==> src/rtl/tri_line_monitor_if.sv <==
// Bus bundle for tri_line_monitor.
//   master : stimulus side, drives line / trig / expect_cls, observes results
//   slave  : monitor side, samples line / trig / expect_cls, drives results
// expect_cls carries the "expect" field (expect is a reserved word in SV).
// Class encoding everywhere: 00=0, 01=1, 10=Z, 11=X.
interface tri_line_monitor_if #(
  parameter int CW = 8
);
  logic          line;
  logic          trig;
  logic [1:0]    expect_cls;
  logic [1:0]    cls;
  logic          busy;
  logic          done;
  logic          err;
  logic          timeout;
  logic [CW-1:0] latency;
  logic [CW-1:0] max_to0;
  logic [CW-1:0] max_to1;
  logic [CW-1:0] max_toZ;

  modport master (
    output line, trig, expect_cls,
    input  cls, busy, done, err, timeout, latency, max_to0, max_to1, max_toZ
  );
  modport slave (
    input  line, trig, expect_cls,
    output cls, busy, done, err, timeout, latency, max_to0, max_to1, max_toZ
  );
endinterface

==> src/rtl/tri_line_monitor.sv <==
// tri_line_monitor: samples a tri-state line each cycle, classifies it
// (0/1/Z/X via 4-state ===), and on trig measures the cycles needed for the
// line to settle for STABLE consecutive samples at the expected class.
// Worst-case settle time per target class is kept when the optional
// TRI_MON_WORST_EN macro is defined; otherwise max_* are tied to 0.
// Ports:
//   clk  - rising-edge clock
//   rst  - synchronous active-high reset
//   bus  - tri_line_monitor_if.slave: line, trig, expect_cls in;
//          cls, busy, done, err, timeout, latency, max_to0/1/Z out
// Parameters: CW counter width, STABLE settle run length, TMAX timeout.
module tri_line_monitor #(
  parameter int CW     = 8,
  parameter int STABLE = 2,
  parameter int TMAX   = 200
) (
  input logic             clk,
  input logic             rst,
  tri_line_monitor_if.slave bus
);
  typedef enum logic [1:0] {IDLE, WAIT, FIN} state_t;

  localparam int             RW       = $clog2(STABLE + 1);
  localparam logic [CW-1:0]  TMAX_C   = CW'(TMAX);
  localparam logic [CW-1:0]  CNT_ONE  = CW'(1);
  localparam logic [RW-1:0]  STABLE_C = RW'(STABLE);
  localparam logic [RW-1:0]  RUN_ONE  = RW'(1);

  state_t        state_q, state_d;
  logic [1:0]    exp_q, exp_d;
  logic [CW-1:0] cnt_q, cnt_d;
  logic [CW-1:0] start_q, start_d;
  logic [RW-1:0] run_q, run_d;
  logic          fin_ld, err_d, to_d;
  logic [CW-1:0] lat_d;
  logic [1:0]    line_cls;

  // 4-state classification of the raw line
  always_comb begin
    if (bus.line === 1'b0)      line_cls = 2'b00;
    else if (bus.line === 1'b1) line_cls = 2'b01;
    else if (bus.line === 1'bz) line_cls = 2'b10;
    else                        line_cls = 2'b11;
  end

  always_comb begin
    state_d = state_q;
    exp_d   = exp_q;
    cnt_d   = cnt_q;
    start_d = start_q;
    run_d   = run_q;
    fin_ld  = 1'b0;
    err_d   = 1'b0;
    to_d    = 1'b0;
    lat_d   = '0;
    unique case (state_q)
      WAIT: begin
        cnt_d = (cnt_q == TMAX_C) ? cnt_q : cnt_q + CNT_ONE;
        if (bus.cls == exp_q) begin
          run_d = run_q + RUN_ONE;
          if (run_d == STABLE_C) begin
            state_d = FIN;
            fin_ld  = 1'b1;
            lat_d   = start_q;
          end
        end else begin
          // candidate run can begin no earlier than the next WAIT cycle
          run_d   = '0;
          start_d = cnt_d;
        end
        // settling on the last allowed cycle wins over timeout
        if (state_d != FIN && cnt_d == TMAX_C) begin
          state_d = FIN;
          fin_ld  = 1'b1;
          err_d   = 1'b1;
          to_d    = 1'b1;
          lat_d   = TMAX_C;
        end
      end
      FIN:     state_d = IDLE;
      default: ;
    endcase
    // trig overrides everything: aborts a WAIT silently, and in FIN the
    // done pulse still shows because done decodes the current state
    if (bus.trig) begin
      exp_d   = bus.expect_cls;
      cnt_d   = '0;
      start_d = '0;
      run_d   = '0;
      fin_ld  = 1'b0;
      err_d   = 1'b0;
      to_d    = 1'b0;
      lat_d   = '0;
      if (bus.expect_cls == 2'b11) begin
        state_d = FIN;
        fin_ld  = 1'b1;
        err_d   = 1'b1;
      end else begin
        state_d = WAIT;
      end
    end
  end

  always_ff @(posedge clk) begin
    if (rst) begin
      state_q     <= IDLE;
      exp_q       <= 2'b00;
      cnt_q       <= '0;
      start_q     <= '0;
      run_q       <= '0;
      bus.cls     <= 2'b00;
      bus.err     <= 1'b0;
      bus.timeout <= 1'b0;
      bus.latency <= '0;
    end else begin
      state_q <= state_d;
      exp_q   <= exp_d;
      cnt_q   <= cnt_d;
      start_q <= start_d;
      run_q   <= run_d;
      bus.cls <= line_cls;
      if (fin_ld) begin
        bus.err     <= err_d;
        bus.timeout <= to_d;
        bus.latency <= lat_d;
      end
    end
  end

  assign bus.busy = (state_q != IDLE);
  assign bus.done = (state_q == FIN);

`ifdef TRI_MON_WORST_EN
  // updates on the edge that leaves FIN, so exp_q is still this measurement's
  always_ff @(posedge clk) begin
    if (rst) begin
      bus.max_to0 <= '0;
      bus.max_to1 <= '0;
      bus.max_toZ <= '0;
    end else if (state_q == FIN && !bus.err) begin
      case (exp_q)
        2'b00:   if (bus.latency > bus.max_to0) bus.max_to0 <= bus.latency;
        2'b01:   if (bus.latency > bus.max_to1) bus.max_to1 <= bus.latency;
        2'b10:   if (bus.latency > bus.max_toZ) bus.max_toZ <= bus.latency;
        default: ;
      endcase
    end
  end
`else
  assign bus.max_to0 = '0;
  assign bus.max_to1 = '0;
  assign bus.max_toZ = '0;
`endif
endmodule
==> src/flat_wrapper.sv <==
// flat-port wrapper written by rule: the top's interface ports become plain ports
module tri_line_monitor_flat 
#(
  parameter int CW     = 8,
  parameter int STABLE = 2,
  parameter int TMAX   = 200
)
  (clk, rst, bus_line, bus_trig, bus_expect_cls, bus_cls, bus_busy, bus_done, bus_err, bus_timeout, bus_latency, bus_max_to0, bus_max_to1, bus_max_toZ);
  tri_line_monitor_if #(.CW(CW)) bus_i ();
  input logic clk;
  input logic rst;
  input wire logic [$bits(bus_i.line)-1:0] bus_line;
  input wire logic [$bits(bus_i.trig)-1:0] bus_trig;
  input wire logic [$bits(bus_i.expect_cls)-1:0] bus_expect_cls;
  output wire logic [$bits(bus_i.cls)-1:0] bus_cls;
  output wire logic [$bits(bus_i.busy)-1:0] bus_busy;
  output wire logic [$bits(bus_i.done)-1:0] bus_done;
  output wire logic [$bits(bus_i.err)-1:0] bus_err;
  output wire logic [$bits(bus_i.timeout)-1:0] bus_timeout;
  output wire logic [$bits(bus_i.latency)-1:0] bus_latency;
  output wire logic [$bits(bus_i.max_to0)-1:0] bus_max_to0;
  output wire logic [$bits(bus_i.max_to1)-1:0] bus_max_to1;
  output wire logic [$bits(bus_i.max_toZ)-1:0] bus_max_toZ;
  assign bus_i.line = bus_line;
  assign bus_i.trig = bus_trig;
  assign bus_i.expect_cls = bus_expect_cls;
  assign bus_cls = bus_i.cls;
  assign bus_busy = bus_i.busy;
  assign bus_done = bus_i.done;
  assign bus_err = bus_i.err;
  assign bus_timeout = bus_i.timeout;
  assign bus_latency = bus_i.latency;
  assign bus_max_to0 = bus_i.max_to0;
  assign bus_max_to1 = bus_i.max_to1;
  assign bus_max_toZ = bus_i.max_toZ;
  tri_line_monitor #(.CW(CW), .STABLE(STABLE), .TMAX(TMAX)) u_core (.clk(clk), .rst(rst), .bus(bus_i));
endmodule
==> config.mk <==
export PLATFORM = sky130hd
export DESIGN_NAME = tri_line_monitor_flat
export DESIGN_NICKNAME = d
export VERILOG_FILES = /design/src/rtl/tri_line_monitor_if.sv /design/src/rtl/tri_line_monitor.sv /design/src/flat_wrapper.sv
export SDC_FILE = /design/constraint.sdc
export NUM_CORES = 1
export LEC_CHECK = 0
export CAP_MARGIN = 20
export CELL_PAD_IN_SITES_DETAIL_PLACEMENT = 1
export CELL_PAD_IN_SITES_GLOBAL_PLACEMENT = 1
export CORE_MARGIN = 2
export CORE_UTILIZATION = 37
export CTS_BUF_LIST = sky130_fd_sc_hd__clkbuf_2 sky130_fd_sc_hd__clkbuf_4 sky130_fd_sc_hd__clkbuf_8
export DETAILED_ROUTE_END_ITERATION = 12
export PLACE_DENSITY = 0.87
export SETUP_SLACK_MARGIN = 0.15
export SLEW_MARGIN = 20
export SYNTH_ARGS = -nofsm -noshare
export SYNTH_HDL_FRONTEND = slang
export SYNTH_SLANG_ARGS = --single-unit
==> constraint.sdc <==
create_clock -name clk -period 2.67 [get_ports clk]
set_input_delay 0.534 -clock clk [delete_from_list [all_inputs] [get_ports clk]]
set_output_delay 0.534 -clock clk [all_outputs]
set_load 0.01 [all_outputs]
# [Yosys cells after proc, flatten, opt, wreduce, memory -nomap -nowiden]
# Cells that the tools add are included.
[word_totals] regBits=34 input_bits=6 out_inout_bits=38 elab_cells=57
[classes] addsub=2 n_eq_ne=11 n_mux=26 n_bitwise=1 reduce_logical=7
[op_table] operator="$mux W8" count=6
[op_table] operator="$eq A8 B8 Y1 const B" count=2
[op_table] operator="$mux W2" count=7
[op_table] operator="$mux W1" count=12
[op_table] operator="$add A8 B1 Y8 const B" count=1
[op_table] operator="$eq A2 B2 Y1 const B" count=3
[op_table] operator="$pmux W2 S2" count=1
[op_table] operator="$reduce_or A2 Y1" count=2
[op_table] operator="$eqx A1 B1 Y1 const B" count=3
[op_table] operator="$reduce_bool A3 Y1" count=1
[op_table] operator="$reduce_or A3 Y1" count=1
[op_table] operator="$add A2 B1 Y2 const B" count=1
[op_table] operator="$eq A2 B1 Y1 const B" count=1
[op_table] operator="$eq A2 B2 Y1" count=1
[op_table] operator="$ne A2 B2 Y1 const B" count=1
[op_table] operator="$reduce_and A2 Y1" count=1
[op_table] operator="$reduce_bool A2 Y1" count=1
[op_table] operator="$logic_and A1 B1 Y1" count=1
[op_table] operator="$not A1 Y1" count=1

# [Longest topological paths before layout]
# Gate-level depths: netlist of the first run.
[logic_depth] word_depth=10 depth_mapped=9 ltp_nobuf=8

# [Worst setup path before layout of the first run]
# OpenSTA, ideal clock, no wires.
[synth_timing] path_kind="reg-to-reg" start="register u_core.cnt_q[2]" end="register u_core.bus.latency[3]" setup_ps=123 arrival_time_ps=2322 t_required_ps=2547 setup_slack_ps=225 path_stages_with_launch=8 path_buffers=1 synth_period_minus_slack_ps=2445 path_cell_list="dfxtp_1 -> buf_6 -> or3b_4 -> nor3_4 -> mux2_4 -> o41ai_2 -> a211oi_4 -> a221o_2"
[synth_between] elab_chain_len=7 word_cells_on_any_way=11 cone_classes="1 x add/sub; 2 x eq/ne; 7 x mux; 1 x reduce/logical"
[synth_rtl] element="start: declaration" line="tri_line_monitor.sv:31" text="logic [CW-1:0] cnt_q, cnt_d;"
[synth_rtl] element="start signal: assignment" line="tri_line_monitor.sv:118" text="cnt_q <= cnt_d;"
[synth_rtl] element="$add A8 B1 Y8 or $eq A8 B8 Y1 (tied branches)" line="tri_line_monitor.sv:58" text="cnt_d = (cnt_q == TMAX_C) ? cnt_q : cnt_q + CNT_ONE;"
[synth_rtl] element="$mux W8 (*)" line="tri_line_monitor.sv:58"
[synth_rtl] element="$eq A8 B8 Y1 (*)" line="tri_line_monitor.sv:72" text="if (state_d != FIN && cnt_d == TMAX_C) begin"
[synth_rtl] element="$logic_and A1 B1 Y1 (*)" line="tri_line_monitor.sv:72"
[synth_rtl] element="$mux W8 or $mux W1 (tied branches)" line="tri_line_monitor.sv:72"
[synth_rtl] element="$mux W8 or $mux W1 (tied branches)" line="tri_line_monitor.sv:56" text="unique case (state_q)"
[synth_rtl] element="$mux W8 or $mux W1 (tied branches)" line="tri_line_monitor.sv:85" text="if (bus.trig) begin"
[synth_rtl] element="end signal: assignment" line="tri_line_monitor.sv:125" text="bus.latency <= lat_d;"
[synth_rtl] element="end: declaration" line="tri_line_monitor_if.sv:28" text="output cls, busy, done, err, timeout, latency, max_to0, max_to1, max_toZ"
# Mark *: on every way between the ends. The rest lies on a longest branch, timed or not.
# A chain may end at the register's enable or synchronous reset.

# [Worst setup path in the final report of the first run]
[layout_timing] start="register u_core.cnt_q[2]" end="register u_core.bus.latency[6]"
# The elaborated chain is that of the path after synthesis.

==> results of run 1 <==
## registers in the layout, summed over array words and instances (netlist names)
signal	count
u_core.run_q	2
u_core.exp_q	2
u_core.bus.timeout	1
u_core.state_q	2
u_core.bus.err	1
u_core.bus.cls	2
u_core.start_q	8
u_core.cnt_q	8
u_core.bus.latency	8
## worst max-delay path: cells and delay by family, from the launching register on
kind | cells | cell delay [ps]
simple gates | 2 | 650
mux | 1 | 350
compound gates | 3 | 870
flops | 1 | 390
## per-stage QoR
step	std cells	cell area (sq um)	power, mW	worst slack [ps]
2_1_floorplan	217	1830	0.637	225
3_3_place_gp	262	1910	0.640	134
3_5_place_dp	262	1910	0.645	93.7
4_1_cts	270	2020	1.05	179
5_1_grt	270	2040	1.09	187
6_report	270	2040	1.04	282
## cells by family (layout without fill, tap and decap cells)
| kind of cell | Yosys count | count (layout) | share of synthesized area [%] |
|---|---|---|---|
| AND/OR/NAND/NOR | 66 | 66 | 19.3 |
| buffers and inverters | 37 | 38 | 13.9 |
| flip-flops | 34 | 34 | 39.2 |
| AO/OA/AOI/OAI | 32 | 32 | 14.4 |
| XOR/XNOR | 13 | 13 | 6.55 |
| multiplexers | 7 | 7 | 4.32 |
| adder cells (fa/ha/maj) | 3 | 3 | 2.16 |
| other | 1 | 25 | 0.216 |
## worst min-delay path by stage
stage | end | slack, ps
after floorplan | u_core.bus.latency[0] | 440
after global placement | u_core.bus.timeout | 440
after detailed placement | u_core.bus.timeout | 450
after CTS | u_core.bus.timeout | 460
after global routing | u_core.bus.timeout | 480
final | u_core.bus.timeout | 460
## timing repair
| item | 4_1_cts | 5_1_grt |
|---|---|---|
| pin swaps | 1 | 2 |
| setup endpoints to repair | 9 | 4 |
| resized for setup | 4 | 4 |
## layout make-up
type / instances / area share (%)
Inverter: 4 / 0.736
Timing Repair Buffer: 26 / 11.9
Sequential cell: 34 / 33.6
Clock buffer: 7 / 4.42
Multi-Input combinational cell: 146 / 46.0
Clock inverter: 1 / 0.245
Tap cell: 52 / 3.19
## layer usage
layer / GRT usage, % / vias up / part of all wire (%)
met2: 24.5 / 43 / 50
met1: 15.8 / 650 / 43
met4: 7.61 / 0 / 2.3
li1: - / 660 / -
met3: 4.86 / 9 / 5.2
met5: 0 / - / 0
## power breakdown
group / internal [mW] / switching [mW]
logic: 0.0407 / 0.0668
registers: 0.519 / 0.00983
clock network: 0.218 / 0.185
total: 0.778 / 0.261
## cell usage in the layout (no fill, tap or decap), types with 2 or more instances in the layout
cell             instances
nor4_2                   2
a21oi_1                  7
nor2b_1                  4
a221o_2                  3
nor2_1                  25
buf_4                    7
xor2_1                   4
o21ai_0                  4
conb_1                  25
or3_1                    2
a211oi_1                 8
inv_1                    4
xnor2_1                  9
dfxtp_2                  3
a22o_1                   5
nor3_1                   5
mux2i_1                  6
and3_1                   3
nand3_1                  3
nand2b_1                 2
nand2_1                 10
clkbuf_8                 6
or2_2                    2
clkdlybuf4s50_1         19
dfxtp_1                 31
ha_1                     2
==> results.py, run 1 <==
metrics = {
    "drt": {
        "drt_first_pass_iters": 4,
        "wl_per_cell_um": 13.9,
        "vias": 1362,
        "wl_mm": 3.75,
        "drt_iter0_drc": 44,
        "via_per_inst": 5.04,
        "drcViolationCount": 0,
        "ant_nets": 0,
    },
    "critical_path": {
        "cp-start-kind": "register",
        "reg2reg_depth": 6,
        "critical_path.max_stage_delay_ps": 440,
        "crit_type": "reg -> reg",
        "cp-startpoint": "u_core.cnt_q[2]",
        "worstReg2RegEnd": "u_core.bus.latency[6]",
        "required_ps": 2850,
        "end_kind": "register",
        "regToRegSetupSlack_ps": 280,
        "crit_path_max_fanout": 9,
        "crit_arrival_ps": 2570,
        "r2r-start": "u_core.cnt_q[2]",
        "slowest_stage": "or3b_4",
        "crit_end": "u_core.bus.latency[6]",
        "crit_chain": "or3b_4, nor3_4, mux2_4, o41ai_4, a211oi_4, a221o_2",
    },
    "cts": {
        "cts_root_buf": "clkbuf_8",
        "cts_hold_buf": 0,
        "post-cts-setup-buffer-count": 0,
        "cts_sinks": 34,
        "cts_buffers": 5,
        "cts.htree.levels": 2,
        "worstSkewPairLatency_ps": 290,
        "cts_max_path_buffers": 2,
        "cts_tree": "done",
        "clk_pin_slew_ps": 70,
    },
    "logic_synthesis": {
        "synthMostInstantiatedCell": "dfxtp_1",
        "synth_cells": 193,
        "synth_warnings": 0,
        "synth_edf_count": 0,
        "synthesis.area_sq_mm": 0.00174,
        "synth_top_cell_area_share_pct": 39.2,
        "synthTopCellsByCount": "34 x dfxtp_1, 25 x buf_4, 25 x nor2_1",
        "ys_ff_latch": 34,
        "ys_seq_area_share_pct": 39.2,
        "synth_ff_type": "dfxtp_1",
        "async_reset_ff_share_pct": 0,
        "ys_top_cells_by_area": "dfxtp_1 39%, buf_4 11%, nor2_1 5.4%",
        "synth_top_area_cell": "dfxtp_1",
        "avgSynthCellArea_sq_um": 9.00,
        "yosysUniqueCellTypes": 39,
    },
    "sta": {
        "timing.hold.ws_ps": 455,
        "setup_viol": 0,
        "period_needed_ps": 2390,
        "rsz0062_at_grt": "no",
        "drv_slew": 0,
        "slew-limit-headroom_pct": 60.7,
        "fin_skew_ps": 3.59,
        "worst_pin_slew_ps": 590,
        "finalHoldViolCount": 0,
        "fin_tns_setup_ps": 0,
        "fmax_ghz": 0.419,
        "finalCritPeriodShare_pct": 89.4,
    },
    "finish": {
        "antenna_cells": 0,
        "area_growth_pct": 17.4,
        "drive_gt1_share_pct": 14.7,
        "fin_nets": 226,
        "ff_latch_area_sq_um": 684,
        "multi_input_area_sq_um": 937,
        "fin_util_pct": 45.9,
        "fillers": 521,
    },
    "die": {
        "rows": 24,
        "initial_utilization_pct": 39.1,
        "fp.dieH_um": 72.5,
        "die-area_sq_mm": 0.00526,
        "io_pins": 44,
        "core_area_sq_mm": 0.00444,
        "die_w_um": 72.5,
    },
    "global_routing": {
        "antenna_found_initial": 0,
        "grt_pass1_vias": 1264,
        "grt_max_degree": 21,
        "grtUsageTotal_pct": 14.4,
        "grt-ovfl-total": 0,
        "grt_pass1_wl_mm": 5.75,
    },
    "hold_path": {
        "whs_path_depth": 1,
        "hold_class": "reg -> reg",
        "hold_start": "u_core.bus.timeout",
    },
    "power": {
        "p_per_area_mw_per_mm2": 509,
        "irDropWorstVdd_mv": 0.163,
        "p_leak_nw": 0.816,
    },
    "run_status": {
        "outcome": "finished, final reports clean",
    },
    "placed_design": {
        "port_buffers": 19,
        "gp_congestion": 0.811,
        "dp_hpwl_mm": 2.66,
    },
    "run": {
        "maxCapViolCount": 0,
    },
}
No activity file was read; power rests on OpenSTA's default activity.
==> run 2: changes to the inputs <==
--- a/config.mk
+++ b/config.mk
@@ -13,7 +13,7 @@
 export CTS_BUF_LIST = sky130_fd_sc_hd__clkbuf_2 sky130_fd_sc_hd__clkbuf_4 sky130_fd_sc_hd__clkbuf_8
 export DETAILED_ROUTE_END_ITERATION = 12
 export PLACE_DENSITY = 0.87
-export SETUP_SLACK_MARGIN = 0.15
+export SETUP_SLACK_MARGIN = 0.5
 export SLEW_MARGIN = 20
 export SYNTH_ARGS = -nofsm -noshare
 export SYNTH_HDL_FRONTEND = slang
==> run 2 against run 1 <==
  * Via count is 7.4% higher
  * Fmax is 8.0% higher
  * Count of clock-buffer cells in the layout is 1 lower
  * Utilization is 4.6 points higher
  * First-iteration DRC count is 6.8% higher
  * Routed wire length is 27% higher
  * Global-route usage is 1.7 points higher
  * Critical path depth stayed put
  * Die area stayed put
  * Cell area is 10% higher
  * Largest cell class unchanged
  * Highest routed layer unchanged
==> results.py, run 2 (same netlist as run 1, synthesis figures left out) <==
metrics = {
    "die": {
        "core_area_sq_mm": 0.00444,
        "rows": 24,
        "fp.dieH_um": 72.5,
        "io_pins": 44,
        "die_w_um": 72.5,
        "initial_utilization_pct": 39.1,
        "die-area_sq_mm": 0.00526,
    },
    "finish": {
        "layout_common_cells": "28 x dfxtp_1, 25 x nor2_1, 25 x conb_1",
        "ff_latch_area_sq_um": 701,
        "top_regs": "u_core.bus.latency x8, u_core.cnt_q x8, u_core.start_q x8",
        "drive_gt1_share_pct": 24.7,
        "fin_nets": 235,
        "multi_input_area_sq_mm": 0.00106,
        "fin_util_pct": 50.5,
        "final_common_cell": "dfxtp_1",
        "fillers": 506,
        "antenna_cells": 0,
        "area_growth_pct": 29.2,
    },
    "global_routing": {
        "grt-ovfl-total": 0,
        "grtUsageTotal_pct": 16.1,
        "grt_pass1_vias": 1363,
        "antenna_found_initial": 0,
        "grt_max_degree": 21,
        "grt_pass1_wl_mm": 6.44,
    },
    "sta": {
        "rsz0062_at_grt": "yes",
        "finalHoldViolCount": 0,
        "worst_pin_slew_ps": 689,
        "slew-limit-headroom_pct": 54.1,
        "period_needed_ps": 2210,
        "drv_slew": 0,
        "setup_viol": 0,
        "fin_tns_setup_ps": 0,
        "finalCritPeriodShare_pct": 82.8,
        "fmax_ghz": 0.452,
        "fin_skew_ps": 4.02,
    },
    "critical_path": {
        "end_kind": "register",
        "crit_type": "reg -> reg",
        "crit_path_max_fanout": 5,
        "crit_arrival_ps": 2390,
        "required_ps": 2850,
        "crit_chain": "nand2_1, nor3_4, mux2_4, o41ai_4, a211oi_4, a221o_2",
        "cp-start-kind": "register",
        "regToRegSetupSlack_ps": 460,
        "critical_path.max_stage_delay_ps": 520,
        "slowest_stage": "dfxtp_1",
    },
    "drt": {
        "wl_per_cell_um": 17.1,
        "drcViolationCount": 0,
        "ant_nets": 0,
        "drt_first_pass_iters": 4,
        "via_per_inst": 5.24,
        "wl_mm": 4.77,
        "vias": 1463,
        "drt_iter0_drc": 47,
    },
    "placed_design": {
        "dp_hpwl_mm": 2.74,
        "port_buffers": 19,
        "gp_congestion": 0.790,
    },
    "cts": {
        "clk_pin_slew_ps": 70,
        "cts_max_path_buffers": 2,
        "cts_hold_buf": 0,
        "cts_tree": "done",
        "cts_sinks": 34,
        "cts_buffers": 5,
        "worstSkewPairLatency_ps": 290,
        "cts_root_buf": "clkbuf_8",
        "cts.htree.levels": 2,
    },
    "run": {
        "maxCapViolCount": 0,
    },
    "power": {
        "p_per_area_mw_per_mm2": 466,
        "p_leak_nw": 0.903,
        "irDropWorstVdd_mv": 0.244,
    },
    "run_status": {
        "outcome": "finished, final reports clean",
    },
    "hold_path": {
        "hold_class": "reg -> reg",
    },
}
run 2: cell count changes in the layout (fill, tap and decap cells not counted), moves of 2 or more:
cell     before  now
nor4_2        2    0
and3_4        0    2
dfxtp_4       0    5
inv_2         0    2
o21ai_0       4    2
o21ai_1       0    2
and3_1        3    1
buf_4         7   15
dfxtp_1      31   28
ha_4          0    2
inv_1         4    2
nor4_4        0    2
dfxtp_2       3    1
run 2: final cells by class:
cell class | count | share of cell area (%)
Multi-Input combinational cell | 146 | 47.0
Sequential cell | 34 | 31.2
Timing Repair Buffer | 35 | 14.0
Clock buffer | 6 | 3.68
Tap cell | 52 | 2.90
Inverter | 4 | 0.669
Clock inverter | 2 | 0.557
run 2: repair_timing:
item | 4_1_cts | 5_1_grt
pin swaps | 7 | 11
buffers inserted | 7 | 3
setup endpoints to repair | 11 | 12
gates resized for setup | 13 | 24
run 2: power by group:
| group | switching, mW | internal [mW] | leakage (nW) | total (mW) |
|---|---|---|---|---|
| combinational | 0.0743 | 0.0475 | 0.575 | 0.122 |
| sequential | 0.0103 | 0.514 | 0.280 | 0.524 |
| clock | 0.193 | 0.207 | 0.0472 | 0.400 |
| total | 0.278 | 0.769 | 0.903 | 1.05 |
run 2: final timing paths:
kind,start,to,cells after the start
max,u_core.cnt_q[7],u_core.bus.latency[6],6
min,u_core.bus.timeout,u_core.bus.timeout,1
max reg2reg,u_core.cnt_q[7],u_core.bus.latency[6],6
min reg2reg,u_core.bus.timeout,u_core.bus.timeout,1
run 2: critical path: cells and delay by family, from the launching register on:
kind / cells / cell delay [ps]
AOI/OAI and AO/OA: 3 / 830
DFF: 1 / 520
and+or+nand+nor: 2 / 410
muxes: 1 / 350
run 2: through the flow:
| stage | hold WS, ps | cells | worst slack, ps | area, sq um | total power, mW |
|---|---|---|---|---|---|
| after global routing | 484 | 279 | 389 | 2250 | 1.09 |
| after CTS | 462 | 276 | 411 | 2110 | 1.04 |
| after floorplan | 442 | 217 | 346 | 1850 | 0.638 |
| after global placement | 443 | 261 | 302 | 1920 | 0.643 |
| after detailed placement | 446 | 261 | 186 | 1920 | 0.647 |
| final | 461 | 279 | 460 | 2250 | 1.05 |
run 2: layer usage:
layer | vias up | global-route usage (%) | share of wire, %
li1 | 683 | - | -
met1 | 709 | 18.5 | 38
met2 | 53 | 26.6 | 52
met3 | 18 | 3.75 | 4.8
met4 | 0 | 10.5 | 4.8
met5 | - | 0 | 0
